**src/rtl/inst_loader.sv**
```systemverilog
// Byte-stream instruction loader: parses [N][N words][xor checksum] frames (MSB first)
// and writes each assembled word into the fetcher's load port while holding the core.
module inst_loader #(
    parameter logic [31:0] BASE_ADDR = 32'h0000_0000,
    parameter int          MAX_WORDS = 1024,
    parameter int          CNT_W     = 11
) (
    input  logic             clk,
    input  logic             rst,
    input  logic             start,
    input  logic             byte_valid,
    input  logic [7:0]       byte_data,
    output logic             byte_ready,
    output logic             load,
    output logic [31:0]      load_addr,
    output logic [31:0]      load_inst,
    output logic             cpu_hold,
    output logic             busy,
    output logic             done,
    output logic             error,
    output logic [CNT_W-1:0] words_loaded,
    output logic [2:0]       dbg_state
);

    typedef enum logic [2:0] {
        S_IDLE, S_HDR, S_DATA, S_WRITE, S_CSUM, S_DONE, S_ERR
    } state_t;

    state_t           state, state_next;
    logic [1:0]       byte_cnt;
    logic [23:0]      shreg;
    logic [7:0]       csum;
    logic [CNT_W-1:0] n_words;
    logic [CNT_W-1:0] idx;
    logic [CNT_W-1:0] idx_inc;
    logic [31:0]      assembled;
    logic             xfer;
    logic             last_byte;
    logic             len_bad;
    logic             begin_frame;

    // Handshake: a byte moves on a clk edge where byte_valid && byte_ready; the source
    // must hold byte_data stable while byte_valid is high and byte_ready is low.
    assign xfer        = byte_valid && byte_ready;
    assign last_byte   = (byte_cnt == 2'd3);
    assign assembled   = {shreg, byte_data};
    assign len_bad     = (assembled == 32'd0) || (assembled > 32'(MAX_WORDS));
    assign begin_frame = start && ((state == S_IDLE) || (state == S_ERR));
    assign idx_inc     = idx + CNT_W'(1);
    assign words_loaded = idx;
    assign dbg_state   = state;

    always_ff @(posedge clk or negedge rst) begin
        if (!rst) state <= S_IDLE;
        else      state <= state_next;
    end

    always_comb begin
        state_next = state;
        unique case (state)
            S_IDLE:  if (start) state_next = S_HDR;
            S_HDR:   if (xfer && last_byte) state_next = len_bad ? S_ERR : S_DATA;
            S_DATA:  if (xfer && last_byte) state_next = S_WRITE;
            S_WRITE: state_next = (idx_inc == n_words) ? S_CSUM : S_DATA;
            S_CSUM:  if (xfer) state_next = (byte_data == csum) ? S_DONE : S_ERR;
            S_DONE:  state_next = S_IDLE;
            S_ERR:   if (start) state_next = S_HDR;
            default: state_next = S_IDLE;
        endcase
    end

    // ERR keeps the core held so a partially loaded image never runs.
    always_comb begin
        byte_ready = 1'b0;
        load       = 1'b0;
        busy       = 1'b0;
        cpu_hold   = 1'b0;
        done       = 1'b0;
        error      = 1'b0;
        unique case (state)
            S_HDR, S_DATA, S_CSUM: begin
                byte_ready = 1'b1;
                busy       = 1'b1;
                cpu_hold   = 1'b1;
            end
            S_WRITE: begin
                load     = 1'b1;
                busy     = 1'b1;
                cpu_hold = 1'b1;
            end
            S_DONE: begin
                done     = 1'b1;
                busy     = 1'b1;
                cpu_hold = 1'b1;
            end
            S_ERR: begin
                error    = 1'b1;
                cpu_hold = 1'b1;
            end
            default: ;
        endcase
    end

    always_ff @(posedge clk or negedge rst) begin
        if (!rst) begin
            byte_cnt  <= 2'd0;
            shreg     <= 24'd0;
            csum      <= 8'd0;
            n_words   <= '0;
            idx       <= '0;
            load_addr <= 32'd0;
            load_inst <= 32'd0;
        end else if (begin_frame) begin
            byte_cnt <= 2'd0;
            csum     <= 8'd0;
            idx      <= '0;
        end else begin
            if (xfer) begin
                shreg    <= assembled[23:0];
                byte_cnt <= byte_cnt + 2'd1;
                if (state != S_CSUM) csum <= csum ^ byte_data;
            end
            if (xfer && last_byte && (state == S_HDR)) n_words <= assembled[CNT_W-1:0];
            // Address/word are latched here so they are stable for the whole WRITE cycle.
            if (xfer && last_byte && (state == S_DATA)) begin
                load_inst <= assembled;
                load_addr <= BASE_ADDR + (32'(idx) << 2);
            end
            if (state == S_WRITE) idx <= idx_inc;
        end
    end

endmodule

```
**config.mk**
```make
export PLATFORM = sky130hd
export DESIGN_NAME = inst_loader
export DESIGN_NICKNAME = d
export VERILOG_FILES = /design/src/rtl/inst_loader.sv
export SDC_FILE = /design/constraint.sdc
export NUM_CORES = 1
export LEC_CHECK = 0
export CAP_MARGIN = 20
export CORE_UTILIZATION = 54
export CTS_BUF_LIST = sky130_fd_sc_hd__clkbuf_4 sky130_fd_sc_hd__clkbuf_8
export CTS_CLUSTER_SIZE = 24
export DETAILED_ROUTE_END_ITERATION = 7
export GPL_ROUTABILITY_DRIVEN = 1
export GPL_TIMING_DRIVEN = 0
export PLACE_DENSITY = 0.92
export RECOVER_POWER = 25
export SLEW_MARGIN = 20
export SYNTH_ARGS = -nofsm -noshare
export SYNTH_HDL_FRONTEND = slang
export SYNTH_SLANG_ARGS = --single-unit
```
**constraint.sdc**
```tcl
create_clock -name clk -period 2.3 [get_ports clk]
set_input_delay 0.46 -clock clk [delete_from_list [all_inputs] [get_ports clk]]
set_output_delay 0.46 -clock clk [all_outputs]
set_load 0.005 [all_outputs]
```
---- After elaboration in Yosys (flattened, before gate mapping) ----
Index checks and enable logic that the tools add are counted.
operators by class
  $add $sub $neg .......................... 2
  order comparisons ....................... 1
  equal/unequal tests ..................... 14
  mux-type cells .......................... 21
  bitwise gates (word level) .............. 2
  reductions and logical operators ........ 21
operator list
  kind                                                                    number
  32-bit by 11-bit > comparator with 1-bit output, second input constant  1
  32-bit logical NOT                                                      1
  8-bit 2-to-1 mux                                                        3
  11-bit 2-to-1 mux                                                       2
  3-bit 2-to-1 mux                                                        6
  3-bit one-hot mux with 5 select lines                                   1
  11-bit by 1-bit adder with 11-bit output, second input constant         1
  11-bit == test                                                          1
  3-bit == test, second input constant                                    3
  8-bit == test                                                           1
  2-bit AND reduction                                                     4
  8-bit bitwise XOR                                                       1
  3-bit by 2-bit == test with 1-bit output, second input constant         2
  1-bit 2-to-1 mux                                                        6
  2-bit 2-to-1 mux                                                        3
  2-bit != test, second input constant                                    3
  2-bit nonzero test                                                      3
  6-bit OR reduction                                                      1
  1-bit logical AND                                                       5
  5-bit OR reduction                                                      1
  4-bit AND reduction                                                     1
  3-bit by 1-bit == test with 1-bit output, second input constant         1
  3-bit logical NOT                                                       1
  3-bit != test, second input constant                                    1
  other kinds (7)                                                         8
storage, ports and cells
  bits in registers ....................... 102
  input port bits ......................... 12
  output and inout port bits .............. 84
  logic and storage cells ................. 69

---- Logic depth before layout (Yosys ltp) ----
Gate-level depths: netlist (run 1).
  word-level depth ........................ 7
  mapped depth ............................ 8
  depth with buffers taken out ............ 7

---- Worst setup path after synthesis (run 1) ----
No wires, ideal clock.
  kind .................................... register -> register
  from .................................... register idx[0] (netlist: words_loaded[0])
  to ...................................... register state[1] (netlist: dbg_state[1])
  library setup time ...................... 124 ps
  arrival time ............................ 1,897 ps
  data required time ...................... 2,176 ps
  path slack .............................. 280 ps
  stages on the path, launching flop included .. 7
  buffers on the path ..................... 0
  clock period less this slack ............ 2,020 ps
  path through ............................ dfrtp_1 ha_1 nor2b_1 or4_4 a2111oi_4 nand4_1 nor3b_2
on the way
  word-level cells in the longest chain between the ends .. 4
RTL lines
  item                                      RTL line  source
  start: declaration                        34        logic [CNT_W-1:0] idx;
  start signal: assignment                  129       if (state == S_WRITE) idx <= idx_inc;
  11-bit by 1-bit adder with 11-bit output  49        assign idx_inc = idx + CNT_W'(1);
  11-bit == test                            64        S_WRITE: state_next = (idx_inc == n_words) ? S_CSUM : S_DATA;
  3-bit 2-to-1 mux                          64
  3-bit one-hot mux with 5 select lines     60        unique case (state)
  end signal: assignment                    55        else state <= state_next;
  end: declaration                          29        state_t state, state_next;
No other way between the ends.
A chain may end at the register's enable or synchronous reset.

---- Worst setup path in the final report (run 1) ----
  from .................................... register state[1] (netlist: dbg_state[1])
  to ...................................... output cpu_hold
on the way
  word-level cells in the longest chain between the ends .. 3
  elaborated cells between the ends (all ways) .. 8
  classes of those cells .................. 6 x eq/ne; 1 x mux; 1 x reduce/logical
RTL lines
  item                                         RTL line  source
  3-bit == test, or another cell as far along  80        unique case (state)
  6-bit OR reduction (no line) *               --
  1-bit 2-to-1 mux *                           80
  end: declaration                             17        output logic cpu_hold,
Mark *: on every way between the ends. The rest lies on a longest branch, timed or not.

==> run summary, run 1 <==
The number of clock sinks came out at 102. The worst-case clock buffer depth is 2. The delay of the slowest critical-path stage is 0.48 ns. After the first detailed-routing iteration, the DRC count stood at ~400. The number of pins with negative max-slew slack in the final report is 0. The number of buffer cells added on primary ports came out at 73.

The average instance area after synthesis is 11.6 um^2. Across all hold checks on the routed design, the worst slack comes to 0.491 ns. The worst slew slack as a fraction of its limit came out at 0.461. The area of the core came out at 0.00876 mm^2. The worst setup path is launched from a register. The count of unresolved DRC violations after routing came out at 0. The number of global-route vias before repair came out at ~3600. Summed over all cells, the static leakage comes to 2.83 nW. Summed over all layers, the global routing overflow is 0. The clock-pin slew on the worst setup and hold paths came out at 0.10 ns. The synthesis-to-finish area growth is 26.8%. The worst-case vdd ir drop is between 0.6 and 0.7 mV. The synthesized design contains 102 register bits. Setup repair after global routing could not meet its margin everywhere. The total of warnings raised by yosys is 0. The initial antenna violation count is 0.

Tracing the worst setup path back leads to its startpoint at dbg_state[1]. The number of standard cells in the layout, taps in and fillers out came out at 648. The clock latency of the later-clocked register in the worst-skew pair came out at 0.38 ns. The number of rows in the core area came out at 34. Of the synthesized area, sequential elements account for 0.522. For this run, the leading register cell type out of synthesis is dfrtp_1. The number of cells produced by synthesis is between 400 and 500. The count of nets after finishing is approximately 550.

The share of synthesized flip-flops with an asynchronous set or reset came out at 1.00. The worst endpoint required time came out at 1.84 ns. In this run the worst path has a maximum fanout of 8. After synthesis, the cell types taking the most area are dfrtp_1 (52%), mux2_1 (17%), buf_4 (3.5%).

Summed over all instances, the cell type with the most area after synthesis is dfrtp_1. The signal on the critical path passes through or2_1 -> o22a_1 -> clkdlybuf4s50_1. The number of top-level design ports came out at 96.

The setup violation total in the final timing report came out at 0. The fraction of final layout cells with drive strength greater than 1 is 0.157. In the routed layout, each cell is associated on average with a via count of 5.72. The detailed-placement wirelength estimate came out at 7630 um.

The detailed-route wire length is 10800 um. The critical path is of the reg2out type. The die covers approximately 0.0094 mm^2. The first global-routing pass estimated 18000 um of wire. The final antenna diode count came out at 0. The count of antenna-violating nets left after detailed routing is 0.

On the critical path the largest part of the delay comes from flip-flops. The clock tree from TritonCTS is yes. The largest net degree at the start of global routing came out at slightly above 70. The number of buffers added by the clock tree synthesis step came out at 9. Dividing the final minimum period by the clock period gives 0.971. The worst setup path is captured at an output port.

Derived from the worst setup path, the maximum achievable clock frequency is 448 MHz. The mean routed wirelength per cell is 16.7 um. The cell sitting at the root of the clock tree is a clkbuf_8.

The flow ran to the end, and the final reports show no timing, DRC or antenna violations. The number of synthesized flops with an enable pin is 0. The overall track demand over capacity in global routing is 0.238. The vertical die dimension came out at slightly below 100 um. Including well taps, the total number of placed cells is 625. The largest individual stage delay along the critical path comes from the cell dfrtp_2. The number of detailed-routing iterations run before antenna repair came out at 5. Routability-driven placement finished with a final weighted congestion of between 0.8 and 0.9. For the worst setup path, the data arrival time is 1.77 ns. The H-tree was split into 3 levels. The worst register-to-register path begins at dbg_state[2]. The max-capacitance violation count came out at 0. The area of the mapped netlist is between 0.004 and 0.005 mm^2. The source of the worst hold timing path is load_addr[3]. The final critical path time including I/O delays and setup came out at between 2 and 2.5 ns.

The effective utilization at floorplan came out at 0.558. The routed via count is roughly 3700. The actual slew at the worst max-slew pin is 0.805 ns. The worst clock skew came out at approximately 0.013 ns. The total buffers and inverters traversed by the critical path is 1. The horizontal extent of the die came out at 97.2 um.

The total power per unit cell area came out at 1130 mW/mm^2. The number of hold-slack violations in the final timing report came out at 0. The worst hold-check path type is reg2reg. The share of the synthesized area in the top cell type is 0.522. The post-synthesis cell type count is 46.
==> routing by layer <==
layer / vias up / global-route usage / part of all wire
met4: 0 / 0.106 / 0.026
met1: 1812 / 0.315 / 0.41
met2: 182 / 0.388 / 0.49
met3: 28 / 0.0403 / 0.068
met5: - / 0 / 0
li1: 1686 / - / -
==> cell usage after synthesis (2+ instances only) <==
cell,count
mux2_1,76
o21ai_0,18
xnor2_1,11
a311oi_1,2
buf_4,23
nor2b_1,7
ha_1,2
a211oi_1,2
nand3b_1,2
clkbuf_1,4
a2111oi_0,2
mux2_2,2
nand2b_1,14
nor3b_2,2
and2_1,2
nor2_1,25
a21oi_1,13
nand3_1,10
nand4_1,7
nor4_1,5
or2_1,2
o22ai_1,4
xor2_1,5
a31oi_1,2
inv_2,2
or4_1,2
dfrtp_1,102
o21ai_1,17
inv_1,9
nand2_1,17
nand2_2,2
buf_2,11
nor3_1,6
==> state kept, by name, summed over array words and instances (netlist names) <==
name and flops:
n_words 11, csum 8, words_loaded 11, shreg 24, byte_cnt 2, load_addr 11, dbg_state 3, load_inst 32
==> worst reg2reg max path: cells and delay by family, from the launching register on <==
kind	cells	cell delay, ns
buf+inv	2	0.54
flops	1	0.45
mux	1	0.36
simple gates	2	0.77
==> power by group <==
part	total, mW	switching, mW	internal [mW]
combinational	2.80	1.27	1.53
sequential	2.97	0.523	2.45
clock	1.21	0.675	0.531
==> what timing repair did <==
action / 4_1_cts / 5_1_grt
hold buffers: 1 / 0
cloned: 0 / 0
setup buffers: 0 / 6
pin swaps: 0 / 4
gates resized for setup: 19 / 9
endpoints found under the setup margin: 7 / 8
hold endpoints to repair: 31 / 0
==> layout make-up <==
class,instances,area (um^2)
Fill cell,607,2560
Sequential cell,102,2560
Multi-Input combinational cell,291,2170
Timing Repair Buffer,81,806
Buffer,39,278
Tap cell,108,135
Clock buffer,9,124
Clock inverter,7,88.8
Inverter,11,41.3
==> cell families (layout without fill, tap and decap cells) <==
| group | count (synthesis) | count (layout) | synth area share |
|---|---|---|---|
| buffers and inverters | 50 | 147 | 0.0604 |
| flip-flops | 102 | 102 | 0.522 |
| other | 1 | 21 | 0.000767 |
| AO/OA/AOI/OAI | 66 | 66 | 0.0841 |
| multiplexers | 78 | 78 | 0.180 |
| XOR/XNOR | 17 | 17 | 0.0320 |
| AND/OR/NAND/NOR | 107 | 107 | 0.116 |
| adder cells (fa/ha/maj) | 2 | 2 | 0.00511 |
==> path summary, 6_finish.rpt <==
kind	cells past startpoint	slack, ns	endpoint
min in group asynchronous	2	0.70	load_inst[8]
max reg2reg	5	0.07	load_addr[12]
min	1	0.49	load_addr[3]
max	3	0.07	cpu_hold
max in group asynchronous	3	0.79	dbg_state[2]
min reg2reg	1	0.49	load_addr[3]
==> cells in the final DEF (no fill, tap or decap), types with 3 or more instances in the layout <==
cell | Yosys | layout
a21oi_1 | 13 | 13
buf_2 | 11 | 10
buf_4 | 23 | 29
buf_6 | 1 | 3
clkbuf_8 | 0 | 10
clkdlybuf4s50_1 | 0 | 70
conb_1 | 1 | 21
dfrtp_1 | 102 | 98
dfrtp_2 | 0 | 4
inv_1 | 9 | 9
inv_8 | 0 | 3
mux2_1 | 76 | 76
nand2_1 | 17 | 16
nand2b_1 | 14 | 14
nand3_1 | 10 | 9
nand4_1 | 7 | 7
nor2_1 | 25 | 25
nor2b_1 | 7 | 5
nor3_1 | 6 | 4
nor4_1 | 5 | 5
o21ai_0 | 18 | 17
o21ai_1 | 17 | 18
o22ai_1 | 4 | 4
xnor2_1 | 11 | 11
xor2_1 | 5 | 5
==> metrics by stage <==
stage	setup WS (ns)	area [um^2]	power (mW)	utilization	TNS, ns
finish	0.0673	6200	6.98	0.708	0
global route	-0.0204	6200	7.38	0.708	-0.0317
CTS	0.0253	6130	6.88	0.699	0
detailed placement	-0.241	5860	5.63	0.669	-2.65
global placement	-2.85	5830	5.44	0.666	-291.12
floorplan	0.280	4970	4.39	-	0
Power figures use the tool's default switching activity.
==> run 2, diff against run 1 <==
--- a/config.mk
+++ b/config.mk
@@ -6,13 +6,13 @@
 export NUM_CORES = 1
 export LEC_CHECK = 0
 export CAP_MARGIN = 20
-export CORE_UTILIZATION = 54
-export CTS_BUF_LIST = sky130_fd_sc_hd__clkbuf_4 sky130_fd_sc_hd__clkbuf_8
+export CORE_UTILIZATION = 47
+export CTS_BUF_LIST = sky130_fd_sc_hd__clkbuf_4 sky130_fd_sc_hd__clkbuf_8 sky130_fd_sc_hd__clkbuf_16
 export CTS_CLUSTER_SIZE = 24
 export DETAILED_ROUTE_END_ITERATION = 7
 export GPL_ROUTABILITY_DRIVEN = 1
 export GPL_TIMING_DRIVEN = 0
-export PLACE_DENSITY = 0.92
+export PLACE_DENSITY = 0.86
 export RECOVER_POWER = 25
 export SLEW_MARGIN = 20
 export SYNTH_ARGS = -nofsm -noshare
==> constraint.sdc (replaced) <==
create_clock -name clk -period 2 [get_ports clk]
set_input_delay 0.4 -clock clk [delete_from_list [all_inputs] [get_ports clk]]
set_output_delay 0.4 -clock clk [all_outputs]
set_load 0.005 [all_outputs]
==> run 2 against run 1 <==
Highest routed layer unchanged. Non-clock buffer count increased by 30. The flow now finishes with violations (setup timing). Core utilization decreased by 3.4 points. Setup slack got worse by 0.19 ns. Largest cell class unchanged. Sequential share of layout area decreased by 2.9 points.
==> run summary, run 2 (synthesis results as in run 1) <==
The path class of the tightest hold or removal check is reg2reg. For the worst setup path, the data required time is 2.26 ns. The area of the core came out at 0.00991 mm^2. The largest registers in the layout are load_inst (32), shreg (24). After clock tree synthesis, the clock-pin slew on the worst setup and hold paths is 0.10 ns. The delay of the slowest critical-path stage came out at 0.46 ns.

The fraction of final layout cells with drive strength greater than 1 came out at 0.236. The initialized floorplan defines 36 standard-cell rows. For this run, the share of the core covered by cells in the final layout is 0.673. In this run the tightest slew margin relative to its limit is 0.436. The critical path startpoint category is a register. The run finished, with violations left.

Setup repair after global routing could not meet its margin everywhere. The global route total overflow is 0. The count of nets after finishing came out at 580. The endpoint identified for the worst register-to-register timing path is dbg_state[1]. The path with the worst hold slack has its endpoint at byte_cnt[0].

The area growth from synthesis to layout is 36.4%. The checks that failed: setup timing. In this run the tool buffered the top-level ports with 73 buffer cells.

The initial antenna violation count came to 0. The kind of critical path is reg2reg. The weighted congestion at the end of routability-driven global placement came out at 0.872.

Setup total negative slack on the finished layout was measured at -0.256 ns. TritonCTS built the clock tree. The design draws ~9 mW. The detailed-route wire length is 12300 um.

The horizontal extent of the die came out at 104 um. Summed over all nets, the half-perimeter wirelength after detailed placement is 7710 um. The clock latency of the later-clocked register in the worst-skew pair is approximately 0.37 ns. For this run, design rule violations remaining after detail routing come to 0. The deepest level of the CTS H-tree came out at 3. The effective utilization at floorplan is 0.494. Summing all non-filler instances in the final layout gives an area of 0.00667 mm^2. The number of pins with negative max-slew slack in the final report was 0. The total buffers and inverters traversed by the critical path is 0. The clock tree root buffer cell is clkbuf_8. The share of the cycle needed by the critical path after routing came out at 1.06. Tracing the worst setup path back leads to its startpoint at words_loaded[0]. The total cell area at the placement stage came out at 0.00590 mm^2. Leaving out fill and tap cells, the most frequent cells in the layout are dfrtp_1 (97), mux2_1 (69), clkdlybuf4s50_1 (66), buf_4 (56), nor2_1 (24). The hold path depth is 1. The worst-case clock buffer depth is 2. The setup violation total in the final timing report came out at 3. In this run the most critical hold path is launched from byte_cnt[0]. The final antenna diode count is 0. The type of element capturing the critical path is a register. From bottom edge to top edge, the die measures 104 um. Power spread over the standard cell area amounts to 1350 mW/mm^2. The kind of cell adding the most delay to the critical path is simple AND/OR/NAND/NOR gates. Ranked by flip-flop count, first place goes to load_inst. The first-iteration detailed-routing DRC count came out at 307. The flip-flop count of the largest register, all copies and words added came out at 32. The count of antenna-violating nets left after detailed routing came out at 0. The worst-path maximum fanout came out at 4. The first-pass GRT wire length came out at 19700 um. The final critical-path setup slack is -0.124 ns.

VDD sags by at most ~0.71 mV. At the worst endpoint, the arrival time is 2.39 ns. For the pin with the worst max-slew slack, the measured transition is between 0.8 and 0.9 ns. The worst path in the final design needs a cycle of 2.12 ns, including I/O delays and setup. CTS saw 102 sinks. The routed via count came out at between 3000 and 4000.

The number of hold-slack violations in the final timing report came out at 0. On the final layout, the worst clock skew is approximately 0.0059 ns. The largest net degree at the start of global routing came out at 70. The number of top-level design ports came out at 96. The total die area is 0.0108 mm^2. Dividing the detail-routed wire length by the instance count gives 17.5 um. In this run the static leakage power is 3.06 nW. The number of detailed-routing iterations run before antenna repair is 5.

The overall track demand over capacity in global routing came out at 0.232. The post-detailed-route via-to-cell ratio is 5.52. For this run, the top clock speed supported by timing is 471 MHz. Measured in cells, the most critical reg-to-reg path has a length of 6. The max-capacitance violation count came out at 0. The library cell used most frequently in the layout, excluding fill and tap cells, is dfrtp_1. The number of global-route vias before repair came out at roughly 3800. The start of the worst register-to-register path is words_loaded[0]. The number of buffers added by the clock tree synthesis step came out at 9. The signal on the critical path passes through ha_4 -> nor2b_1 -> or4_4 -> a2111oi_4 -> nand4_1 -> nor3b_2. The slowest stage of the critical path is the dfrtp_2 cell. Fill cells in the final layout number just over 700. Setup slack on the worst reg-to-reg path comes out at -0.12 ns.
-- run 2: repair_timing --
| item | 4_1_cts | 5_1_grt |
|---|---|---|
| gates resized for setup | 61 | 32 |
| gates cloned | 1 | 1 |
| endpoints found under the hold margin | 33 | 0 |
| hold buffers | 1 | 0 |
| setup buffers | 29 | 10 |
| pin swaps | 7 | 7 |
| setup endpoints to repair | 70 | 89 |
-- run 2: where the power goes --
group	switching [mW]	internal, mW
clock	0.777	0.599
sequential	0.623	2.82
combinational	1.82	2.35
-- run 2: area by class of cell --
type,instances,area [um^2],share of cell area
Clock buffer,9,124,0.0186
Tap cell,133,166,0.0249
Clock inverter,7,81.3,0.0122
Timing Repair Buffer,114,1060,0.159
Buffer,36,324,0.0486
Multi-Input combinational cell,292,2310,0.347
Sequential cell,102,2560,0.383
Inverter,11,43.8,0.00656
-- run 2: how the worst max path moves through the flow --
stage	to	slack, ns	cells after the start
after CTS	dbg_state[1]	-0.04	7
after floorplan	dbg_state[1]	0.006	7
final	dbg_state[1]	-0.12	6
after detailed placement	load	-0.48	6
after global placement	load_addr[2]	-3.12	1
after global routing	dbg_state[2]	-0.19	8
-- run 2: per-layer routing --
| metal | wire length (um) | GRT usage | share of wire |
|---|---|---|---|
| met4 | 306 | 0.116 | 0.025 |
| met2 | 6220 | 0.382 | 0.51 |
| met3 | 714 | 0.0345 | 0.058 |
| met5 | 0 | 0 | 0 |
| met1 | 5070 | 0.299 | 0.41 |
-- run 2: per-stage QoR --
stage | setup slack (ns) | instances | hold slack (ns)
floorplan | 0.00587 | 443 | 0.104
global route | -0.190 | 704 | 0.509
detailed placement | -0.483 | 650 | 0.312
CTS | -0.0390 | 696 | 0.472
finish | -0.124 | 704 | 0.490
global placement | -3.12 | 649 | 0.466
==> run 3, diff against run 2 <==
--- a/config.mk
+++ b/config.mk
@@ -5,6 +5,7 @@
 export SDC_FILE = /design/constraint.sdc
 export NUM_CORES = 1
 export LEC_CHECK = 0
+export ABC_AREA = 1
 export CAP_MARGIN = 20
 export CORE_UTILIZATION = 47
 export CTS_BUF_LIST = sky130_fd_sc_hd__clkbuf_4 sky130_fd_sc_hd__clkbuf_8 sky130_fd_sc_hd__clkbuf_16
==> run 3 against run 2 <==
The flow now finishes without violations. Register-to-register slack improved by 0.24 ns. Sequential power down 3%. Non-clock buffer count down 27. Hold slack improved by 0.0031 ns. Critical path depth did not move. Clock-buffer cell count is the same. Setup slack improved by 0.22 ns. Core utilization is 4.7 points lower. Clock power fell by 8%. Critical endpoint is now byte_ready.
==> run summary, run 3 <==
The flow ran to the end, and the final reports show no timing, DRC or antenna violations. The overall track demand over capacity in global routing is 0.239. Clock latency on the worst-skew pair, taken at its later pin, is 0.38 ns. Counting flops and latches in the post-synthesis netlist gives 102. The number of pins with negative max-slew slack in the final report is 0. The total power per unit cell area is between 1000 and 1500 mW/mm^2.

The average instance area after synthesis came out at 8.21 um^2. The tool flagged a number of max-cap violations equal to 0. Leaving out fill and tap cells, the most frequent cells in the layout are nand2_1 (153), dfrtp_1 (98), inv_1 (73), clkdlybuf4s50_1 (67), o21ai_1 (52).

The kind of critical path is reg2out. The proportion of synthesized chip area in sequential cells is 0.532. The area of the core is 0.00982 mm^2. The global route total overflow came out at 0. The type of element capturing the critical path is an output port.

The leakage component of the power came out at 2.94 nW. The share of the cycle needed by the critical path after routing came out at 0.954. More flip-flops sit in one register than any other, and that register is load_inst.

Measured on the finished design, the core utilization comes to 0.626. The delay of the slowest critical-path stage is 0.46 ns. After synthesis, the cell types taking the most area are dfrtp_1 (53%), nand2_1 (12%), inv_1 (5.7%). The length of routed met2 wiring came out at around 5700 um.

The deepest level of the CTS H-tree is 3. After layout, the design draws a total of approximately 8.3 mW. Data on the critical path is required at its endpoint by about 1.6 ns. Summed over all nets, the half-perimeter wirelength after detailed placement is 8640 um.

The count of nets after finishing is just over 700. The final antenna diode count came out at 0. In this run the register-to-register setup slack is 0.12 ns.

The clock tree from TritonCTS is yes. The total of warnings raised by yosys is 0. Port buffering added 74 buffers. The number of synthesized flops with an enable pin is 0. The horizontal extent of the die came out at a little over 100 um. Hold is met by 0.493 ns. The highest clock frequency the design can meet is 524 MHz. The standard cell with the maximum stage delay on the critical path is dfrtp_2. The area of the mapped netlist is 0.00479 mm^2. The share of the synthesized area in the top cell type came out at 0.532. The number of top-level design ports is 96.

The number of hold-slack violations in the final timing report came out at 0. In the final layout, the share of cells above drive strength 1 is 0.117. The tightest min-delay check is of the reg2reg type. The worst-case vdd ir drop is about 0.83 mV. In the final routing, the length of wire on met1 measures 5150 um. The wire length on met3 is 890 um. The detail route stage leaves a number of antenna-violating nets equal to 0.

The top cell type by total area after synthesis is dfrtp_1. The longest clock path from root to sink contains 2 buffers. The total buffers and inverters traversed by the critical path came out at 3. The final critical path time including I/O delays and setup came out at 1.91 ns. The worst-path maximum fanout came out at 7. After detailed routing, the number of vias per cell comes to 5.24.

The first-iteration detailed-routing DRC count came out at 385. The critical path goes through inv_2 -> nand2_2 -> nor2_4 -> inv_4 -> nand2_1 -> dlygate4sd2_1. The weighted congestion at the end of routability-driven global placement came out at 0.913. The most common library cell in the layout ignoring fill and taps is nand2_1. The number of rows in the core area came out at 36. The initial antenna violation count came out at 0.

On the critical path the largest part of the delay comes from flip-flops. The highest layer touched by signal routing is met4. The worst slew slack as a fraction of its limit is 0.536. Setup violations remaining at the end of the flow were counted as 0. Setup repair after global routing could not meet its margin everywhere.

The root buffer cell chosen for the clock tree is clkbuf_8. After clock tree synthesis, the clock-pin slew on the worst setup and hold paths is between 0.1 and 0.15 ns. For this run, the leading register cell type out of synthesis is dfrtp_1. The total die area is 0.0106 mm^2. Yosys instantiated no cell more often than nand2_1. The first global-routing pass estimated ~19000 um of wire.

After technology mapping, the gate count stands at between 500 and 600. Counting distinct cell types in the post-synthesis netlist gives 25. The share of synthesized flip-flops with an asynchronous set or reset is 1.00. The detailed-route wire length came out at 12000 um. The number of buffers added by the clock tree synthesis step is 9.

The count of unresolved DRC violations after routing came out at 0. The number of detailed-routing iterations run before antenna repair is 5. The largest registers in the layout are load_inst (32), shreg (24).

The effective utilization at floorplan came out at 0.488. Clock skew on the completed layout was measured at 0.0169 ns. The critical path startpoint category is a register. The routed via count is ~4400. The number of clock sinks is 102. The mean routed wirelength per cell is between 10 and 15 um. Sorting the synthesized cells by how often they occur yields nand2_1 (157), dfrtp_1 (102), inv_1 (73).

The synthesis-to-finish area growth came out at 28.2%. The actual slew at the worst max-slew pin is between 0.6 and 0.7 ns. The flip-flop count of the largest register, all copies and words added is 32.

The number of global-route vias before repair is 4139. The arrival time reported for the critical path endpoint came out at 1.51 ns. The largest net degree at the start of global routing came out at 77. The vertical die dimension is 103 um.
run 3: path summary, 6_finish.rpt:
kind / start / end / depth (start not counted)
max reg2reg: dbg_state[1] / load_inst[6] / 12
min in group asynchronous: rst / load_inst[23] / 2
min reg2reg: shreg[8] / shreg[16] / 2
max in group asynchronous: rst / words_loaded[1] / 3
min: shreg[8] / shreg[16] / 2
max: dbg_state[1] / byte_ready / 6
run 3: layer usage:
layer	up-vias	GRT usage
met2	228	0.400
li1	2066	-
met5	-	0
met4	0	0.0813
met1	2059	0.318
met3	30	0.0400
run 3: worst min-delay path, delay by kind of cell (launching register included):
family	cells	cell delay, ns
flops	1	0.35
compound gates	1	0.07
simple gates	1	0.06
run 3: kinds of logic after synthesis:
logic type / share of synthesized area
AO/OA/AOI/OAI: 0.120
flip-flops: 0.532
buffers and inverters: 0.112
other: 0.000782
AND/OR/NAND/NOR: 0.211
XOR/XNOR: 0.0183
adder cells (fa/ha/maj): 0.00522
run 3: layout make-up:
type / count / area, um^2
Buffer: 40 / 272
Clock buffer: 9 / 124
Clock inverter: 7 / 60.1
Fill cell: 810 / 3670
Inverter: 77 / 294
Multi-Input combinational cell: 385 / 1870
Sequential cell: 102 / 2560
Tap cell: 133 / 166
Timing Repair Buffer: 83 / 810
run 3: timing repair:
item / 4_1_cts / 5_1_grt
hold buffers: 1 / 0
setup endpoints to repair: 91 / 72
resized for setup: 23 / 26
setup buffers: 6 / 1
pin swaps: 2 / 4
hold endpoints to repair: 26 / 0
run 3: power by group:
group	switching (mW)	internal (mW)	total, mW
logic	2.00	1.68	3.68
registers	0.548	2.81	3.35
clock network	0.789	0.483	1.27
total	3.33	4.97	8.30
run 3: per-stage QoR:
step / std cells / worst slack (ns) / TNS, ns / cell area, um^2
floorplan: 604 / 0.186 / 0 / 4870
global placement: 811 / -3.05 / -316.26 / 5780
detailed placement: 812 / -0.342 / -9.72 / 5810
CTS: 835 / 0.00592 / 0 / 6090
global route: 836 / -0.0393 / -0.0393 / 6150
finish: 836 / 0.0916 / 0 / 6150
